<file path="src/rtl/ram_bus_pkg.sv">
`default_nettype none
// ============================================================================
// Module   : ram_bus_pkg
// Purpose  : Types, constants and helpers shared by the RAM bus arbiter.
// Contents : arb_state_t    - arbiter FSM states (IDLE, ACCESS, ACK)
//            WAIT_CNT_W     - width of the wait-state counter
//            MAX_MASTERS    - upper bound on masters, sizes onehot_to_index
//            onehot_to_index- encodes a one-hot vector (up to 8 bits)
// Revision : 1.0 - initial release
// ============================================================================
package ram_bus_pkg;

  localparam int WAIT_CNT_W  = 4;
  localparam int MAX_MASTERS = 8;

  typedef enum logic [1:0] {
    IDLE   = 2'd0,
    ACCESS = 2'd1,
    ACK    = 2'd2
  } arb_state_t;

  // Input must be one-hot or zero; OR-ing the set positions is then exact.
  function automatic logic [2:0] onehot_to_index(input logic [MAX_MASTERS-1:0] onehot);
    logic [2:0] idx;
    idx = 3'd0;
    for (int i = 0; i < MAX_MASTERS; i++) begin
      if (onehot[i]) idx = idx | 3'(i);
    end
    return idx;
  endfunction

endpackage
`default_nettype wire

</file>
<file path="src/rtl/ram_bus_priority_pick.sv">
`default_nettype none
// ============================================================================
// Module   : ram_bus_priority_pick
// Purpose  : Combinational priority selector. The search begins at 'start'
//            and wraps from N_MASTERS-1 to 0; the first requester found wins.
//            With start tied to 0 this is plain lowest-index-wins priority.
// Ports    : req   [N_MASTERS] in  - request vector
//            start [IW]        in  - index where the search begins
//            gnt   [N_MASTERS] out - one-hot winner (0 when no request)
//            idx   [IW]        out - encoded winner index
//            valid             out - at least one request present
// Revision : 1.0 - initial release
// ============================================================================
module ram_bus_priority_pick
  import ram_bus_pkg::*;
#(
  parameter  int N_MASTERS = 3,
  localparam int IW        = $clog2(N_MASTERS)
)(
  input  logic [N_MASTERS-1:0] req,
  input  logic [IW-1:0]        start,
  output logic [N_MASTERS-1:0] gnt,
  output logic [IW-1:0]        idx,
  output logic                 valid
);

  logic found;

  always_comb begin
    gnt   = '0;
    found = 1'b0;
    for (int i = 0; i < N_MASTERS; i++) begin
      int cand;
      cand = int'(start) + i;
      if (cand >= N_MASTERS) cand = cand - N_MASTERS;
      if (!found && req[cand]) begin
        gnt[cand] = 1'b1;
        found     = 1'b1;
      end
    end
  end

  assign idx   = IW'(onehot_to_index(MAX_MASTERS'(gnt)));
  assign valid = |req;

endmodule
`default_nettype wire

</file>
<file path="src/rtl/ram_bus_arbiter.sv">
`default_nettype none
// ============================================================================
// Module   : ram_bus_arbiter
// Purpose  : Arbitrates N_MASTERS requesters onto the single external RAM
//            bus with programmable wait states and byte/word transfers.
//            Each transaction: IDLE (select+latch) -> ACCESS (WAIT_STATES+1
//            cycles, strobes active) -> ACK (one-cycle ack pulse) -> IDLE.
// Macro    : ARB_ROUND_ROBIN_EN - when defined, rotating priority starting
//            after the last granted master; otherwise fixed priority with
//            index 0 highest.
// Ports    : FCLK, RESET (async, active high)
//            req/we/word [N_MASTERS]  per-master request, write, word select
//            addr  [N_MASTERS*AW]     packed addresses
//            wdata [N_MASTERS*DW]     packed write data
//            gnt/ack [N_MASTERS]      owner / completion pulse
//            rdata [DW]               data of the last completed read
//            ABus, Read, Write, Word, outRamData, inRamData - RAM pins
// Revision : 1.0 - initial release
// ============================================================================
module ram_bus_arbiter
  import ram_bus_pkg::*;
#(
  parameter int N_MASTERS   = 3,
  parameter int AW          = 20,
  parameter int DW          = 16,
  parameter int WAIT_STATES = 1
)(
  input  logic                    FCLK,
  input  logic                    RESET,
  input  logic [N_MASTERS-1:0]    req,
  input  logic [N_MASTERS-1:0]    we,
  input  logic [N_MASTERS-1:0]    word,
  input  logic [N_MASTERS*AW-1:0] addr,
  input  logic [N_MASTERS*DW-1:0] wdata,
  output logic [N_MASTERS-1:0]    gnt,
  output logic [N_MASTERS-1:0]    ack,
  output logic [DW-1:0]           rdata,
  output logic [AW-1:0]           ABus,
  output logic                    Read,
  output logic                    Write,
  output logic                    Word,
  output logic [DW-1:0]           outRamData,
  input  logic [DW-1:0]           inRamData
);

  localparam int IW = $clog2(N_MASTERS);

  arb_state_t              state, state_nxt;
  logic [N_MASTERS-1:0]    gnt_r;
  logic [AW-1:0]           addr_r;
  logic [DW-1:0]           wdata_r;
  logic                    we_r, word_r;
  logic [WAIT_CNT_W-1:0]   cnt_r;

  logic [IW-1:0]           start;
  logic [N_MASTERS-1:0]    pick_gnt;
  logic [IW-1:0]           pick_idx;
  logic                    pick_valid;

  logic [AW-1:0]           sel_addr;
  logic [DW-1:0]           sel_wdata;
  logic                    sel_we, sel_word;

`ifdef ARB_ROUND_ROBIN_EN
  logic [IW-1:0] ptr_r;
  logic [IW-1:0] last_idx;

  assign last_idx = IW'(onehot_to_index(MAX_MASTERS'(gnt_r)));

  // Pointer moves only on completion so a rotation step equals one transaction.
  always_ff @(posedge FCLK or posedge RESET) begin
    if (RESET) begin
      ptr_r <= '0;
    end else if (state == ACK) begin
      ptr_r <= (last_idx == IW'(N_MASTERS - 1)) ? '0 : last_idx + IW'(1);
    end
  end

  assign start = ptr_r;
`else
  assign start = '0;
`endif

  ram_bus_priority_pick #(
    .N_MASTERS (N_MASTERS)
  ) u_pick (
    .req   (req),
    .start (start),
    .gnt   (pick_gnt),
    .idx   (pick_idx),
    .valid (pick_valid)
  );

  // Route the winner's transaction fields to the latch inputs.
  always_comb begin
    sel_addr  = '0;
    sel_wdata = '0;
    sel_we    = 1'b0;
    sel_word  = 1'b0;
    for (int i = 0; i < N_MASTERS; i++) begin
      if (pick_idx == IW'(i)) begin
        sel_addr  = addr[i*AW +: AW];
        sel_wdata = wdata[i*DW +: DW];
        sel_we    = we[i];
        sel_word  = word[i];
      end
    end
  end

  always_ff @(posedge FCLK or posedge RESET) begin
    if (RESET) begin
      state <= IDLE;
    end else begin
      state <= state_nxt;
    end
  end

  always_ff @(posedge FCLK or posedge RESET) begin
    if (RESET) begin
      gnt_r   <= '0;
      addr_r  <= '0;
      wdata_r <= '0;
      we_r    <= 1'b0;
      word_r  <= 1'b0;
      cnt_r   <= '0;
      rdata   <= '0;
    end else begin
      case (state)
        IDLE: begin
          if (pick_valid) begin
            gnt_r   <= pick_gnt;
            addr_r  <= sel_addr;
            wdata_r <= sel_wdata;
            we_r    <= sel_we;
            word_r  <= sel_word;
            cnt_r   <= WAIT_CNT_W'(WAIT_STATES);
          end
        end
        ACCESS: begin
          if (cnt_r != '0) begin
            cnt_r <= cnt_r - WAIT_CNT_W'(1);
          end else if (!we_r) begin
            rdata <= word_r ? inRamData : {{(DW-8){1'b0}}, inRamData[7:0]};
          end
        end
        default: ;
      endcase
    end
  end

  always_comb begin
    state_nxt = state;
    Read      = 1'b0;
    Write     = 1'b0;
    Word      = 1'b0;
    gnt       = '0;
    ack       = '0;
    case (state)
      IDLE: begin
        if (pick_valid) state_nxt = ACCESS;
      end
      ACCESS: begin
        Read  = ~we_r;
        Write = we_r;
        Word  = word_r;
        gnt   = gnt_r;
        if (cnt_r == '0) state_nxt = ACK;
      end
      ACK: begin
        gnt       = gnt_r;
        ack       = gnt_r;
        state_nxt = IDLE;
      end
      default: state_nxt = IDLE;
    endcase
  end

  // Address holds through ACK and IDLE; only the strobes mark a live cycle.
  assign ABus       = addr_r;
  assign outRamData = word_r ? wdata_r : {{(DW-8){1'b0}}, wdata_r[7:0]};

endmodule
`default_nettype wire
</file>
<file path="config.mk">
export PLATFORM = sky130hd
export DESIGN_NAME = ram_bus_arbiter
export DESIGN_NICKNAME = d
export VERILOG_FILES = /design/src/rtl/ram_bus_pkg.sv /design/src/rtl/ram_bus_priority_pick.sv /design/src/rtl/ram_bus_arbiter.sv
export SDC_FILE = /design/constraint.sdc
export NUM_CORES = 1
export LEC_CHECK = 0
export CORE_MARGIN = 5
export CORE_UTILIZATION = 35
export CTS_BUF_LIST = sky130_fd_sc_hd__clkbuf_8
export CTS_CLUSTER_DIAMETER = 80
export CTS_CLUSTER_SIZE = 14
export DETAILED_ROUTE_END_ITERATION = 6
export PLACE_DENSITY = 0.74
export RECOVER_POWER = 100
export SLEW_MARGIN = 30
export SYNTH_ARGS = -nofsm -noshare
export SYNTH_HDL_FRONTEND = slang
export SYNTH_HIERARCHICAL = 1
export SYNTH_SLANG_ARGS = --single-unit
</file>
<file path="constraint.sdc">
create_clock -name FCLK -period 4.8 [get_ports FCLK]
set_clock_uncertainty 0.05 [all_clocks]
set_input_delay 0.96 -clock FCLK [delete_from_list [all_inputs] [get_ports FCLK]]
set_output_delay 0.96 -clock FCLK [all_outputs]
set_load 0.05 [all_outputs]
</file>
---- Yosys cells after proc, flatten, opt, wreduce, memory -nomap -nowiden ----
Cells that the tools add are included.
word-level totals
  input bits .............................. 135
  output and inout port bits .............. 61
  register bits after elaboration ......... 63
cells by class
  bitwise operators ....................... 2
  reductions and logical operators ........ 15
  add/subtract/negate cells ............... 1
  equality and inequality tests ........... 7
  mux-type cells .......................... 32
operators by type and width
  cell                 count
  $mux 16              5
  $mux 20              3
  $mux 1               13
  $mux 3               3
  $mux 2               4
  $mux 4               2
  $pmux 4 s2           1
  $ne 2x2->1 const B   3
  $reduce_and 3->1     2
  $eq 2x1->1 const B   2
  $eq 2x2->1 const B   2
  $logic_not 2->1      2
  $logic_not 4->1      1
  $pmux 2 s2           1
  $reduce_and 2->1     2
  $reduce_bool 4->1    1
  $sub 4x1->4 const B  1
  $reduce_or 3->1      1
  $logic_and 1x1->1    2
  $logic_not 1->1      2
  $not 1->1            2
  $reduce_bool 2->1    1
  $reduce_or 2->1      1

---- Longest topological paths before layout ----
  word-level depth ........................ 13
  gate-level depth with buffers ........... 13
  depth with buffers taken out ............ 9

---- Cells and area by module ----
Netlist, hierarchy kept.
modules (own cells, without submodules)
  module                 cells each  area an instance (sq um)  times used
  ram_bus_arbiter        377         3,578.4                   1
  ram_bus_priority_pick  38          290.3                     1

---- Worst setup path after synthesis ----
OpenSTA, ideal clock, no wires.
  path kind ............................... input port to flip-flop
  start ................................... in req[0]
  end ..................................... reg addr_r[18] (netlist: ABus[18])
  slack ................................... 2,294 ps
  data arrival time ....................... 2,374 ps
  library setup time ...................... 82 ps
  cell stages on the path ................. 9
  cell sequence ........................... mux2i_1 o221ai_1 o221ai_1 buf_4 nor2b_1 buf_2 buf_2 nand2_1 a31oi_1
on the way
  cells in the longest elaborated chain, start to end .. 12
  elaborated cells on any way between the ends .. 18
RTL lines
  what                   line                         source
  start, declared        ram_bus_arbiter.sv:30        input logic [N_MASTERS-1:0] req,
  $mux 1 (*)             ram_bus_priority_pick.sv:36  if (!found && req[cand]) begin
  $logic_not 1->1        ram_bus_priority_pick.sv:36
  $logic_and 1x1->1      ram_bus_priority_pick.sv:36
  $mux 1 (*)             ram_bus_priority_pick.sv:36
  $logic_not 1->1 (*)    ram_bus_priority_pick.sv:36
  $logic_and 1x1->1 (*)  ram_bus_priority_pick.sv:36
  $mux 3 (*)             ram_bus_priority_pick.sv:36
  net pick_gnt[2]        ram_bus_arbiter.sv:56        logic [N_MASTERS-1:0] pick_gnt;
  $mux 2 (*)             ram_bus_pkg.sv:27            if (onehot[i]) idx = idx | 3'(i);
  net pick_idx[1]        ram_bus_arbiter.sv:57        logic [IW-1:0] pick_idx;
  $logic_not 2->1        ram_bus_arbiter.sv:101       if (pick_idx == IW'(i)) begin
  $mux 20 (2 in a row)   ram_bus_arbiter.sv:101
  $mux 20 (*)            ram_bus_arbiter.sv:101
  end signal, assigned   ram_bus_arbiter.sv:132       addr_r <= sel_addr;
  end, declared          ram_bus_arbiter.sv:50        logic [AW-1:0] addr_r;
Mark *: on every way through the listed nets, which the timed path passes. The rest lies on a longest branch.
A chain may end at the register's enable or synchronous reset.

---- Worst setup path in the final report ----
  start ................................... in req[1]
  end ..................................... reg word_r
on the way
  elaborated cells on any way between the ends .. 16
RTL lines
  what                        line                         source
  $reduce_or 3->1             ram_bus_priority_pick.sv:44  assign valid = |req;
  net pick_valid              ram_bus_arbiter.sv:58        logic pick_valid;
  $reduce_and 2->1 (no line)  --
  end signal, assigned        ram_bus_arbiter.sv:135       word_r <= sel_word;
  end, declared               ram_bus_arbiter.sv:52        logic we_r, word_r;
The timed path passes the listed nets, and every way through them passes these cells.

==> metrics.cfg <==
[outcome]
outcome=complete, but fails checks
violations=max-capacitance violations, max-slew violations

[global_routing]
grt_pass1_vias=3775
grt_max_degree=57
grt_overflow_total=0
grt_pass1_wl_um=18200
grtUsageTotal=0.173
antenna_found_initial=0

[timing]
drv_slew=57
setup_tns_ns=0
slew_headroom=-0.235
setup_viol=0
grt_setup_unrepaired=false
finalCritPeriodShare=0.774
layout_min_cycle_time_ns=3.72
tightest_slew_ns=1.85
max_clock_freq_ghz=0.269
worst_slack_ns=1.08
hold_viol=0

[flow_run]
max-cap-violations=1

[drt]
firstDrtPassIters=5
drc=0
antenna_left=0
routed_wirelength_um=11200
vias_per_cell=4.85
first_iter_violations=158
routedWlPerCell_um=15.1
num_vias=3581

[clock_network]
cts.sinks=63
cts-resized-gates=0
clock_latency_ns=0.33
cts_max_level=3
path_clk_slew_ns=0.08
cts_tree=built
cts_setup_buffers=0
cts_made_buffers=9
cts_root_buffer=clkbuf_8
ctsHoldBuffers=0
clockBufferDepth=2

[worst_setup_path]
crit_fanout=56
worstSetupPathType=input port to flip-flop
cp.arrival_ns=3.92
crit_path_end_kind=flip-flop
worstPathRequired_ns=5.00
crit_path_start_kind=input port

[floorplan]
ioPinCount=196
rows=38
dieArea_sq_um=13300
start_util=0.357
die_y_um=115
core_sq_um=10800
die-width_um=115

[place]
place_area_sq_um=5850
dp_hpwl_um=8710
io_buffers=195
post-place-ws_ns=1.20
gp_congestion=0.816

[pwr]
static-leakage-power_nw=2.51
internal_power_w=0.00185
vdd_ir_drop_max_v=0.000308
clockPowerShare=0.145
swShare=0.494
seqPwrFrac=0.260
switchingPower_w=0.00181
p_total_w=0.00366
power.density_nw_per_um2=604
comb_power_share=0.595

[finish]
finalNetCount=739
area_growth_pct=56.8
final_core_util=0.559
drive_above_1_share=0.0935
final_area_sq_um=6060
antenna_cells=0

[synthesis]
synth_cells=415
synth_edf_count=0
ys_seq_elements=63
ys.flop_type=dfrtp_1
synth_async_sr_flop_share=1.00
synth_area_per_cell_sq_um=9.32
syn_area_sq_um=3870
ys_warn_count=6
ys_seq_area_frac=0.408
synth.distinct_cells=40

[hold_path]
hold_path.class=flip-flop to flip-flop

## sequential cells by signal (all words and copies together), names as in the netlist
name,count
wdata_r,16
gnt_r,3
state,2
we_r,1
word_r,1
rdata,16
cnt_r,4
ABus,20
## through the flow
stage	instances	hold slack [ns]
after detailed placement	723	0.444
after CTS	739	0.461
after floorplan	420	0.436
after global placement	723	0.436
after global routing	739	0.477
final	739	0.452
## final cells by class
| cell class | instances | area (sq um) |
|---|---|---|
| fill | 971 | 4780 |
| multi-input combinational | 301 | 2020 |
| clock inverter | 6 | 92.6 |
| inverter | 19 | 71.3 |
| tap | 140 | 175 |
| clock buffer | 10 | 138 |
| sequential | 63 | 1580 |
| timing repair buffer | 200 | 1990 |
## cells in the final DEF (no fill, tap or decap), types with 11 or more instances in the layout
cell / count
dfrtp_1: 63
and2_1: 17
inv_1: 19
mux2_2: 11
or2_0: 20
dlygate4sd3_1: 63
mux2i_1: 50
clkdlybuf4s50_1: 132
or2_2: 18
nor2_1: 38
nand2_1: 53
a31oi_1: 38
## critical path, cell delays in order
cell and delay, ns:
dlygate4sd3_1 0.69, or3_1 0.19, and2_1 1.38, buf_4 0.47
nor2_1 0.06, a31oi_1 0.14
## per-layer routing
metal	wire length, um	track usage
met1	4360	0.199
met2	5560	0.296
met3	1040	0.0616
met4	206	0.0610
met5	0	0
## cell families (layout without fill, tap and decap cells)
| kind of cell | count (synthesis) | count (layout) | synth area share |
|---|---|---|---|
| multiplexers | 63 | 63 | 0.169 |
| buffers and inverters | 56 | 235 | 0.0779 |
| adder cells (fa/ha/maj) | 10 | 10 | 0.0323 |
| flip-flops | 63 | 63 | 0.408 |
| other | 1 | 6 | 0.000969 |
| AND/OR/NAND/NOR | 163 | 163 | 0.214 |
| AO/OA/AOI/OAI | 59 | 59 | 0.0983 |
## Yosys cell counts (all sizes together), types with 4 or more instances
cell,number,area (sq um)
a21oi,4,20.0
a31oi,38,238
and2,17,106
buf,26,189
clkbuf,11,41.3
dfrtp,63,1580
ha,10,125
inv,19,71.3
mux2,13,154
mux2i,50,500
nand2,53,206
nor2,38,143
o21ai,6,30.0
or2,38,238
## final timing paths
path	start	slack, ns	depth (start not counted)	end
setup / recovery	req[1]	1.08	6	word_r$_DFFE_PP0P_
max in group asynchronous	RESET	2.18	3	rdata[13]$_DFFE_PP0P_
setup reg to reg	state[0]$_DFFE_PP0P_	1.87	6	word_r$_DFFE_PP0P_
min in group asynchronous	RESET	1.44	2	wdata_r[1]$_DFFE_PP0P_
hold reg to reg	rdata[1]$_DFFE_PP0P_	0.45	1	rdata[1]$_DFFE_PP0P_
hold / removal	rdata[1]$_DFFE_PP0P_	0.45	1	rdata[1]$_DFFE_PP0P_
## power groups by stage
stage / sequential, W / clock (W) / combinational, W
after floorplan: 0.00146 / 0 / 0.00108
after global placement: 0.000963 / 0 / 0.00227
after detailed placement: 0.000976 / 0 / 0.00230
after CTS: 0.000968 / 0.000544 / 0.00231
after global routing: 0.000997 / 0.000573 / 0.00233
final: 0.000953 / 0.000529 / 0.00218
(Power assumes the default switching activity.)
